$ cat config.mk
export PLATFORM = sky130hd
export DESIGN_NAME = seven_seg_reader
export DESIGN_NICKNAME = d
export VERILOG_FILES = /design/src/rtl/seven_seg_pkg.sv /design/src/rtl/seven_seg_encoder.sv /design/src/rtl/seven_seg_reader.sv
export SDC_FILE = /design/constraint.sdc
export NUM_CORES = 1
export LEC_CHECK = 0
export CAP_MARGIN = 20
export CORE_MARGIN = 2
export CORE_UTILIZATION = 63
export CTS_CLUSTER_DIAMETER = 30
export DETAILED_ROUTE_END_ITERATION = 16
export DONT_BUFFER_PORTS = 1
export PLACE_DENSITY = 0.82
export SYNTH_ARGS = -nofsm -noshare
export SYNTH_HDL_FRONTEND = slang
export SYNTH_SLANG_ARGS = --single-unit
$ cat constraint.sdc
create_clock -name clk_i -period 4.1 [get_ports clk_i]
set_input_delay 0.41 -clock clk_i [delete_from_list [all_inputs] [get_ports clk_i]]
set_output_delay 0.41 -clock clk_i [all_outputs]
set_load 0.03 [all_outputs]
$ cat src/rtl/seven_seg_pkg.sv
// Shared seven-segment constants and helpers for the display receive path and its driver bench.
// Segment bit order: bit0 = a ... bit6 = g, 1 = lit.
package seven_seg_pkg;

  localparam int SEG_A = 0;
  localparam int SEG_B = 1;
  localparam int SEG_C = 2;
  localparam int SEG_D = 3;
  localparam int SEG_E = 4;
  localparam int SEG_F = 5;
  localparam int SEG_G = 6;

  localparam logic [6:0] SEG_0     = 7'h3F;
  localparam logic [6:0] SEG_1     = 7'h06;
  localparam logic [6:0] SEG_2     = 7'h5B;
  localparam logic [6:0] SEG_3     = 7'h4F;
  localparam logic [6:0] SEG_4     = 7'h66;
  localparam logic [6:0] SEG_5     = 7'h6D;
  localparam logic [6:0] SEG_6     = 7'h7D;
  localparam logic [6:0] SEG_7     = 7'h07;
  localparam logic [6:0] SEG_8     = 7'h7F;
  localparam logic [6:0] SEG_9     = 7'h6F;
  localparam logic [6:0] SEG_BLANK = 7'h00;

  localparam logic [3:0] BCD_ERR = 4'hF;

endpackage

$ cat src/rtl/seven_seg_encoder.sv
// Converts a 7-bit segment pattern back to BCD; unknown patterns give BCD_ERR,
// all-off gives blank with BCD 0.
module seven_seg_encoder
  import seven_seg_pkg::*;
(
  input  logic [6:0] seg,
  output logic [3:0] bcd,
  output logic       legal,
  output logic       blank
);

  always_comb begin
    bcd   = BCD_ERR;
    legal = 1'b0;
    blank = 1'b0;
    case (seg)
      SEG_0:     begin bcd = 4'd0; legal = 1'b1; end
      SEG_1:     begin bcd = 4'd1; legal = 1'b1; end
      SEG_2:     begin bcd = 4'd2; legal = 1'b1; end
      SEG_3:     begin bcd = 4'd3; legal = 1'b1; end
      SEG_4:     begin bcd = 4'd4; legal = 1'b1; end
      SEG_5:     begin bcd = 4'd5; legal = 1'b1; end
      SEG_6:     begin bcd = 4'd6; legal = 1'b1; end
      SEG_7:     begin bcd = 4'd7; legal = 1'b1; end
      SEG_8:     begin bcd = 4'd8; legal = 1'b1; end
      SEG_9:     begin bcd = 4'd9; legal = 1'b1; end
      SEG_BLANK: begin bcd = 4'd0; blank = 1'b1; end
      default:   ;
    endcase
  end

endmodule

$ cat src/rtl/seven_seg_reader.sv
// Receive side of a multiplexed seven-segment bus: synchronises the pins, debounces each
// digit's pattern over STABLE_CNT qualifying samples, then commits the decoded BCD/status.
module seven_seg_reader
  import seven_seg_pkg::*;
#(
  parameter int NUM_DIGITS = 4,
  parameter int STABLE_CNT = 3
) (
  input  logic                    clk_i,
  input  logic                    rst_n_i,
  input  logic [6:0]              seg_i,
  input  logic [NUM_DIGITS-1:0]   dig_i,
  output logic [4*NUM_DIGITS-1:0] bcd_o,
  output logic [NUM_DIGITS-1:0]   valid_o,
  output logic [NUM_DIGITS-1:0]   blank_o,
  output logic [NUM_DIGITS-1:0]   err_o,
  output logic                    upd_o,
  output logic                    coll_o
);

  localparam int CW = $clog2(STABLE_CNT + 1);
  localparam int IW = (NUM_DIGITS > 1) ? $clog2(NUM_DIGITS) : 1;
  localparam logic [CW-1:0] CNT_MAX = CW'(STABLE_CNT);
  localparam logic [CW-1:0] CNT_ONE = CW'(1);

  logic [6:0]            seg_meta, seg_sync;
  logic [NUM_DIGITS-1:0] dig_meta, dig_sync;

  logic [6:0]    last [NUM_DIGITS];
  logic [CW-1:0] cnt  [NUM_DIGITS];

  logic          single, multi, same, reach;
  logic [IW-1:0] sel_idx;

  logic          pend;
  logic [IW-1:0] pend_idx;

  logic [3:0] dec_bcd;
  logic       dec_legal, dec_blank, dec_err;

  always_comb begin
    multi  = (dig_sync & (dig_sync - NUM_DIGITS'(1))) != '0;
    single = (dig_sync != '0) && !multi;
    sel_idx = '0;
    for (int k = 0; k < NUM_DIGITS; k++) begin
      if (dig_sync[k]) sel_idx = IW'(k);
    end
    same = (seg_sync == last[sel_idx]);
    // A changed pattern restarts at 1, which is already the commit point when STABLE_CNT is 1.
    reach = same ? (cnt[sel_idx] == CNT_MAX - CNT_ONE) : (STABLE_CNT == 1);
  end

  seven_seg_encoder u_encoder (
    .seg   (last[pend_idx]),
    .bcd   (dec_bcd),
    .legal (dec_legal),
    .blank (dec_blank)
  );

  assign dec_err = !dec_legal && !dec_blank;

  always_ff @(posedge clk_i) begin
    if (!rst_n_i) begin
      seg_meta <= '0;
      seg_sync <= '0;
      dig_meta <= '0;
      dig_sync <= '0;
      for (int k = 0; k < NUM_DIGITS; k++) begin
        last[k] <= '0;
        cnt[k]  <= '0;
      end
      pend     <= 1'b0;
      pend_idx <= '0;
      bcd_o    <= '0;
      valid_o  <= '0;
      blank_o  <= '0;
      err_o    <= '0;
      upd_o    <= 1'b0;
      coll_o   <= 1'b0;
    end else begin
      seg_meta <= seg_i;
      seg_sync <= seg_meta;
      dig_meta <= dig_i;
      dig_sync <= dig_meta;
      coll_o   <= multi;

      pend <= 1'b0;
      if (single) begin
        if (same) begin
          if (cnt[sel_idx] != CNT_MAX) cnt[sel_idx] <= cnt[sel_idx] + CNT_ONE;
        end else begin
          last[sel_idx] <= seg_sync;
          cnt[sel_idx]  <= CNT_ONE;
        end
        pend     <= reach;
        pend_idx <= sel_idx;
      end

      // The encoder reads last[] before any same-edge update, so a commit always
      // reflects the pattern that completed the stable run.
      upd_o <= 1'b0;
      if (pend) begin
        bcd_o[4*pend_idx +: 4] <= dec_bcd;
        valid_o[pend_idx]      <= dec_legal;
        blank_o[pend_idx]      <= dec_blank;
        err_o[pend_idx]        <= dec_err;
        upd_o <= {dec_bcd, dec_legal, dec_blank, dec_err} !=
                 {bcd_o[4*pend_idx +: 4], valid_o[pend_idx], blank_o[pend_idx], err_o[pend_idx]};
      end
    end
  end

endmodule
# Word-level counts from Yosys, hierarchy flattened

Memory sizes are Yosys's and may differ from the RTL's. A register that Yosys moved wholly into a read port is not among the register bits.
Cells that the tools add are included.
W data, S select, Z words.

Memories kept: 2
Logic and storage cells: 90
Output and inout bits: 30
RAM bits: 36
Bits of input ports: 13
Flip-flop bits (word level): 55

Memories:

| name | depth | width | rd ports | clocked after Yosys merged registers in | wr ports | RTL line               | source |
|---|---|---|---|---|---|---|---|
| last | 4     | 7     | 2        | 1                                       | 4        | seven_seg_reader.sv:29 | `logic [6:0] last [NUM_DIGITS];` |
| cnt  | 4     | 2     | 1        | 0                                       | 4        | seven_seg_reader.sv:30 | `logic [CW-1:0] cnt [NUM_DIGITS];` |

Muxes and demuxes: 37
Bitwise operators: 2
Reductions and logical operators: 15
Add/sub/neg operators: 3
Eq/ne operators: 14
Shift-type cells: 3
Magnitude comparators: 2

Operators with widths:

| kind                      | number |
|---|---|
| $eq A7 B7 Y1 const B      | 7 |
| $pmux W4 S10              | 1 |
| $neg A4 Y34               | 1 |
| $shift A4 B34 Y16 const A | 1 |
| $shiftx A4 B34 Y16        | 1 |
| $mux W1                   | 19 |
| $bwmux W16                | 1 |
| $mux W2                   | 8 |
| $shiftx A16 B5 Y4         | 1 |
| $eq A7 B3 Y1 const B      | 2 |
| $bwmux W4                 | 3 |
| $reduce_or A10 Y1         | 1 |
| $reduce_bool A4 Y1        | 2 |
| $eq A7 B6 Y1 const B      | 1 |
| $eq A7 B7 Y1              | 1 |
| $logic_not A7 Y1          | 1 |
| $mux W7                   | 1 |
| $ne A7 B7 Y1              | 1 |
| $reduce_or A7 Y1          | 1 |
| $bmux W1 S2               | 3 |
| $and A4 B4 Y4             | 1 |
| $reduce_or A2 Y1          | 2 |
| $sub A4 B1 Y4 const B     | 1 |
| $logic_and A1 B1 Y1       | 3 |
| other kinds (10)          | 12 |

# Longest topological paths before layout

Gate-level depths: netlist (run 1).
An unclocked memory read counts as a cell.

Depth in word-level cells: 13
Mapped depth: 10

# Hierarchy

From an unflattened synthesis (run 1), not the netlist that was laid out.

Cell total of the unflattened synthesis: 463
Area, all modules: 4765.8 µm²

By module, submodules not included:

| module            | instances | seq. area each (µm²) | cells an instance | area an instance (µm²) |
|---|---|---|---|---|
| seven_seg_reader  | 1         | 2222.1               | 430               | 4520.6 |
| seven_seg_encoder | 1         | 0.0                  | 33                | 245.2 |

# Least setup slack after synthesis (run 1)

No wires, ideal clock.

Kind: register -> register
Start: reg (tool-made name)
End: reg upd_o
Arrival time: 2895 ps
Required time: 3965 ps
Stages on the path, launching flop included: 10
Slack: 1070 ps
Setup time: 135 ps
Cell sequence: dfxtp_1 buf_6 mux4_2 or4_4 or4_4 and3_4 a32oi_4 xnor2_1 nor3_1 a41oi_1

RTL lines:

| item                 | RTL line                | source |
|---|---|---|
| to (signal assigned) | seven_seg_reader.sv:107 | `upd_o <= {dec_bcd, dec_legal, dec_blank, dec_err} !=` |
| to (decl)            | seven_seg_reader.sv:17  | `output logic upd_o,` |

==> impl_results.md, run 1 <==
- Status: completed
- Die X: ~89 µm
- Via density: approximately 6.1
- Fin. Hold Viols: 0
- Vias in the first global route: 2864
- Post-synth top flop: dfxtp_1
- TritonCTS clock tree: done
- First-pass GRT wire length: ~15 mm
- Io pins: 43
- Min Tclk post-route: about 3400 ps
- Cell taking the most area after synthesis: dfxtp_1
- # rows: 30
- Pleak: around 1.7 nW
- Port-buffer cells: 0
- IR drop worst, VDD: roughly 240 µV
- Cell area power density: 372 nW/µm²
- Async SR Flop Fraction: 0%
- DR iter-0 viols: roughly 300
- Simple-gate share of the synthesized area: about 22%
- Switching share of power: a little over a quarter
- Final setup skew: ~12 ps
- Clk pwr share: 30.9%
- Drt pass-1 iters: 5
- Synth Area in Adders: between 1.5 and 2%
- Compound-Gate Fraction of Synth Area: a little over a tenth
- Routability-driven placement congestion ratio: 0.904
- Maxcap violations: 0
- Postcts setup bufs: 0
- Clock transition at path regs: ~90 ps
- Least-Margin Pin Slew: just under 900 ps
- Combinational Power Share: between 10% and 20%
- # hold bufs at CTS: 0
- Synthesized area: ~4500 µm²
- Area Growth Syn to Fin: 4.42%
- Post-synth EDFFs: 36
- F_max: between 200 and 300 MHz
- Syn Inst Count: ~440
- Post-route setup TNS: 0 ps
- Area contributors post-synth: dfxtp_1, edfxtp_1, and2_1
- Routed wire length: approximately 9.5 mm
- Yosys warns: 0
- RSZ-0062 raised after global routing: false
- Vias: about 3200
- CTS resizes: 0
- Relative slew slack: about two fifths
- Hold Crit Class: in -> reg
- Filler instances: 517
- Clock buffer depth: 2
- Syn Nets: 456
- Gr ovfl total: 0
- Syn Area/Cell: approximately 10 µm²
- Share of cells above drive strength 1: slightly below 8%
- Reg power frac: between 50% and 60%
- Setup crit start kind: flop
- Overall power: around 0.0017 W
- Overall Global Routing Usage: 25.8%
- Max-slew violations: 0
- Worst Setup End Kind: flop
- WS Path Type: reg -> reg
- Clock sink count: a little over 90
- Switching power: roughly 0.00046 W
- Synth Area in XOR/XNOR: 2.53%
- Final HPWL DP: about 6.7 mm
- Post-synth top area share: 25.4%
- # diodes: 0
- Final #Nets: roughly 450
- Worst-path fanout max: 8
- Data required, critical path: about 4400 ps
- Post-Place Cells: ~510
- Die H: 88.5 µm
- DRT antenna net count: 0
- Largest net degree at the start of global routing: 64
- #FFs+latches synth: 93
- Distinct cell type count after synthesis: 48
- Initial Utilization: roughly two thirds
- Core Region: roughly 7000 µm²
- Setup violators final: 0
- Post-DR wirelength/cell: ~18 µm
- Die area: between 7000 and 8000 µm²
- Final core area utilization: between 60 and 70%
- Mux share of post-synthesis cell area: between 10% and 20%
- H-tree levels: 3
- Clk_lat worst skew: around 360 ps
- Period utilisation layout: 84.1%
- Initial antenna violation count: 0
- # DRC: 0
- Largest family of logic cells by synthesized area: simple AND/OR/NAND/NOR gates
- Final cell count without fillers: between 500 and 600
- CTS root buf: clkbuf_8
- Inserted Clock Buffers: 9
- Critical path arrival: roughly 3700 ps
- Seq/Total Area, Yosys: 49.4%
- Cell Int Power: ~0.0013 W
==> power by group through the flow <==
stage               Clock [W]  Sequential (W)  Combinational [W]
floorplan                   0         0.00102           0.000165
global placement            0         0.00105           0.000166
detailed placement          0         0.00105           0.000175
CTS                  0.000542         0.00103           0.000177
global route         0.000576         0.00104           0.000195
finish               0.000540         0.00103           0.000179
==> kinds of logic (layout without fill, tap and decap cells) <==
group,after synthesis,count (layout)
AO/OA/AOI/OAI,77,77
adder cells (fa/ha/maj),7,7
buffers and inverters,31,26
flip-flops,93,93
AND/OR/NAND/NOR,186,186
XOR/XNOR,13,13
multiplexers,29,29
==> critical path: stages, from the launching register on <==
cell and delay [ps]:
dfxtp_1 620, mux4_2 660, or4_4 610, or4_4 580, and3_4 190, a21oi_1 350
xor2_1 200, a41oi_1 120
==> layer usage <==
metal,track usage (%),up-vias,wire length (µm)
li1,-,1513,-
met1,38.3,1550,4140
met2,37.8,155,4500
met3,5.97,15,705
met4,8.40,0,144
met5,0,-,0
==> cell usage in the layout, fill, tap and decap left out, drive strengths merged, types with 2 or more instances in the layout <==
cell and n:
o21bai 2, xnor2 11, nand4 2, nand3 5
mux4 14, edfxtp 36, a21oi 11, o2111ai 2
dfxtp 57, nor3 4, clkinv 4, inv 12
nand2 60, nor2 15, clkbuf 10, a21boi 4
and2 75, and3 5, nand2b 4, o211a 2
ha 7, xor2 2, o32ai 2, nor4b 2
nor4 3, mux2i 15, o21ai 40, or4 3
o211ai 4, o21a 3
==> Yosys cell counts, types with 3 or more instances <==
cell type  count
and2_1        75
nand2_1       60
dfxtp_1       57
o21ai_0       40
edfxtp_1      36
clkbuf_1      17
mux2i_1       15
nor2_1        15
mux4_2        14
a21oi_1       11
xnor2_1       11
inv_1         10
ha_1           7
nand3_1        5
a21boi_0       4
and3_1         4
nand2b_1       4
nor3_1         4
o211ai_1       4
buf_1          3
nor4_1         3
o21a_1         3
==> state kept, by name (all words and copies together) (netlist names), named ones only <==
| signal | count |
|---|---|
| seg_meta | 7 |
| last | 28 |
| pend | 1 |
| pend_idx | 2 |
| bcd_o | 16 |
| upd_o | 1 |
| cnt | 8 |
| seg_sync | 7 |
| dig_sync | 4 |
| valid_o | 4 |
| err_o | 4 |
| dig_meta | 4 |
| coll_o | 1 |
| blank_o | 4 |
==> final timing paths <==
path	start	endpoint	slack [ps]	cells past startpoint
setup / recovery	flop	upd_o	650	7
setup reg to reg	flop	upd_o	650	7
hold / removal	rst_n_i	dig_meta[1]	170	1
hold reg to reg	seg_meta[1]	seg_sync[1]	440	1
==> layout make-up <==
class	instances	area, µm²	share of cell area (%)
clock inverters	6	37.5	0.799
flip-flops and latches	93	2220	47.3
clock buffers	10	128	2.72
multi-input cells	312	2150	45.8
well taps	96	120	2.56
inverters	10	37.5	0.799
==> metrics by stage <==
| stage | worst slack (ps) | hold slack [ps] | cell area [µm²] |
|---|---|---|---|
| final | 651 | 166 | 4700 |
| after floorplan | 1070 | 412 | 4500 |
| after global routing | 496 | 148 | 4700 |
| after detailed placement | 676 | 420 | 4530 |
| after CTS | 658 | 159 | 4700 |
| after global placement | 789 | 415 | 4530 |
(Power assumes the default switching activity.)
==> inputs of run 2 (changes only) <==
Settings changed: CORE_UTILIZATION 63 to 57, PLACE_DENSITY 0.82 to 0.78.
Clock period 4.1 ns to 2.9 ns, I/O delays scaled along.
==> impl_results.md, run 2 (synthesized netlist as in run 1, its figures left out) <==
- Status: completed (unchanged)
- CTS root buf: clkbuf_8 (unchanged)
- Initial Utilization: 58.5% (was 65.5%)
- Fin. Hold Viols: 0 (unchanged)
- Least-Margin Pin Slew: 612 ps (was 872 ps)
- Pleak: 1.95 nW (was 1.74 nW)
- Most common cell after layout, fill and taps aside: and2_1 (unchanged)
- Vias: 3329 (was 3233)
- Gr ovfl total: 0 (unchanged)
- CP cell instances: mux4_2 > or4_4 > buf_4 > mux2i_1 > nand3_1 > mux2i_1 > a2bb2oi_1 > o22ai_1 > a41oi_2 (was mux4_2 > or4_4 > or4_4 > and3_4 > a21oi_1 > xor2_1 > a41oi_1)
- Pre-CTS setup slack: -24.1 ps (was 676 ps)
- F_max: 352 MHz (was 290 MHz)
- Via density: 5.85 (was 6.13)
- Final cell count without fillers: 569 (was 527)
- TritonCTS clock tree: done (unchanged)
- Area Growth Syn to Fin: 12.5% (was 4.42%)
- Slowest stage cell on the critical path: or4_4 (was mux4_2)
- Inserted Clock Buffers: 9 (unchanged)
- Buf+Inv Stages, Crit Path: 1 (was 0)
- Drt pass-1 iters: 5 (unchanged)
- Cell area power density: 529 nW/µm² (was 372 nW/µm²)
- Clk_lat worst skew: 370 ps (was 360 ps)
- Data required, critical path: 3190 ps (was 4350 ps)
- H-tree levels: 3 (unchanged)
- Clock sink count: 93 (unchanged)
- Die X: 92.9 µm (was 88.5 µm)
- Post-route setup TNS: 0 ps (unchanged)
- # diodes: 0 (unchanged)
- Final instance area: 5060 µm² (was 4700 µm²)
- Filler instances: 612 (was 517)
- Critical path arrival: 3130 ps (was 3700 ps)
- Hold slack: 37.7 ps (was 166 ps)
- Largest net degree at the start of global routing: 64 (unchanged)
- Max-slew violations: 0 (unchanged)
- Clock buffer depth: 2 (unchanged)
- Clock transition at path regs: 100 ps (was 90 ps)
- Setup ws final: 56.9 ps (was 651 ps)
- Core Region: 7690 µm² (was 6870 µm²)
- Post-DR wirelength/cell: 16.8 µm (was 18.0 µm)
- DRT antenna net count: 0 (unchanged)
- Most used cell, CP: mux2i_1 (was or4_4)
- First-pass GRT wire length: 16.1 mm (was 15.1 mm)
- Die H: 92.9 µm (was 88.5 µm)
- Die area: 8620 µm² (was 7840 µm²)
- Share of cells above drive strength 1: 16.7% (was 7.89%)
- Final #Nets: 482 (was 446)
- Most frequent cells in the layout: and2_1, nand2_1, dfxtp_1 (unchanged)
- Period utilisation layout: 98.0% (was 84.1%)
- Port-buffer cells: 0 (unchanged)
- # hold bufs at CTS: 0 (unchanged)
- DR iter-0 viols: 270 (was 299)
- Setup violators final: 0 (unchanged)
- Maxcap violations: 0 (unchanged)
- Final setup skew: 11.6 ps (was 12.4 ps)
- Placed cell area: 4770 µm² (was 4530 µm²)
- Largest delay share family, worst path: multiplexers (was simple AND/OR/NAND/NOR gates)
- Final HPWL DP: 6.81 mm (was 6.65 mm)
- Initial antenna violation count: 0 (unchanged)
- Routed wire length: 9.57 mm (was 9.49 mm)
- Routability-driven placement congestion ratio: 0.877 (was 0.904)
- Biggest registers after layout: last x28, bcd_o x16, cnt x8 (unchanged)
- Largest register FFs: 28 (unchanged)
- # DRC: 0 (unchanged)
- Relative slew slack: 58.7% (was 41.8%)
- Vias in the first global route: 3373 (was 2864)
- IR drop worst, VDD: 431 µV (was 240 µV)
- Crit-path max cell delay: 550 ps (was 660 ps)
- Worst Setup End Kind: flop (unchanged)
- # rows: 32 (was 30)
- Overall Global Routing Usage: 23.7% (was 25.8%)
- Min Tclk post-route: 2840 ps (was 3450 ps)
- Hold Crit Class: in -> reg (unchanged)
- Worst R2R Setup Slack: 60 ps (was 650 ps)
- WS Path Type: reg -> reg (unchanged)
- Worst-path fanout max: 4 (was 8)
- Io pins: 43 (unchanged)
- Post-Place Cells: 547 (was 511)
- Reg with most FFs: last (unchanged)
- Setup crit start kind: flop (unchanged)
[run 2: changes by cell type in the layout (fill, tap and decap cells not counted), sizes merged]
| cell | previous run | this run |
|---|---|---|
| buf | 0 | 36 |
| bufinv | 0 | 1 |
| clkbuf | 10 | 9 |
[run 2: routing by layer]
layer / vias to the layer above / GRT usage, % / routed length [µm]
met5: - / 0 / 0
met1: 1598 / 29.4 / 3950
met3: 20 / 5.13 / 542
met4: 0 / 9.07 / 174
li1: 1588 / - / -
met2: 123 / 40.5 / 4910
[run 2: worst reg2reg max path, cell delays in order (launching register included)]
cell	delay [ps]
edfxtp_1	410
mux4_2	500
or4_4	550
buf_4	160
mux2i_1	130
nand3_1	160
mux2i_1	260
a2bb2oi_1	270
o22ai_1	140
a41oi_2	190
[run 2: report_power, final]
group | switching, W | leakage (nW) | total [W] | internal [W]
clock network | 0.000491 | 0.109 | 0.000910 | 0.000419
registers | 0.0000338 | 0.838 | 0.00144 | 0.00140
logic | 0.000175 | 1.00 | 0.000335 | 0.000160
[run 2: layout make-up]
class,instances,area [µm²],share of cell area (%)
Clock inverter,7,92.6,1.83
Tap cell,102,128,2.52
Multi-Input combinational cell,312,2180,43.1
Timing Repair Buffer,36,274,5.41
Sequential cell,93,2230,43.9
Inverter,10,37.5,0.741
Clock buffer,9,124,2.45
[run 2: timing repair]
action,CTS,global route
hold endpoints to repair,0,0
buffers inserted,0,6
setup endpoints to repair,3,17
pin swaps,1,3
gates resized for setup,1,7
[run 2: worst paths after layout]
| check | startpoint | to | cells after the start |
|---|---|---|---|
| worst max-delay path | last[3][4] | upd_o | 9 |
| worst min-delay path | rst_n_i | seg_meta[0] | 1 |
| worst max register to register | last[3][4] | upd_o | 9 |
| worst min register to register | seg_meta[2] | seg_sync[2] | 1 |
[run 2: stage by stage]
step                total power, W  utilization [%]
floorplan                  0.00168                -
global placement           0.00176             62.0
detailed placement         0.00178             62.0
CTS                        0.00267             64.9
global route               0.00279             65.9
finish                     0.00268             65.9
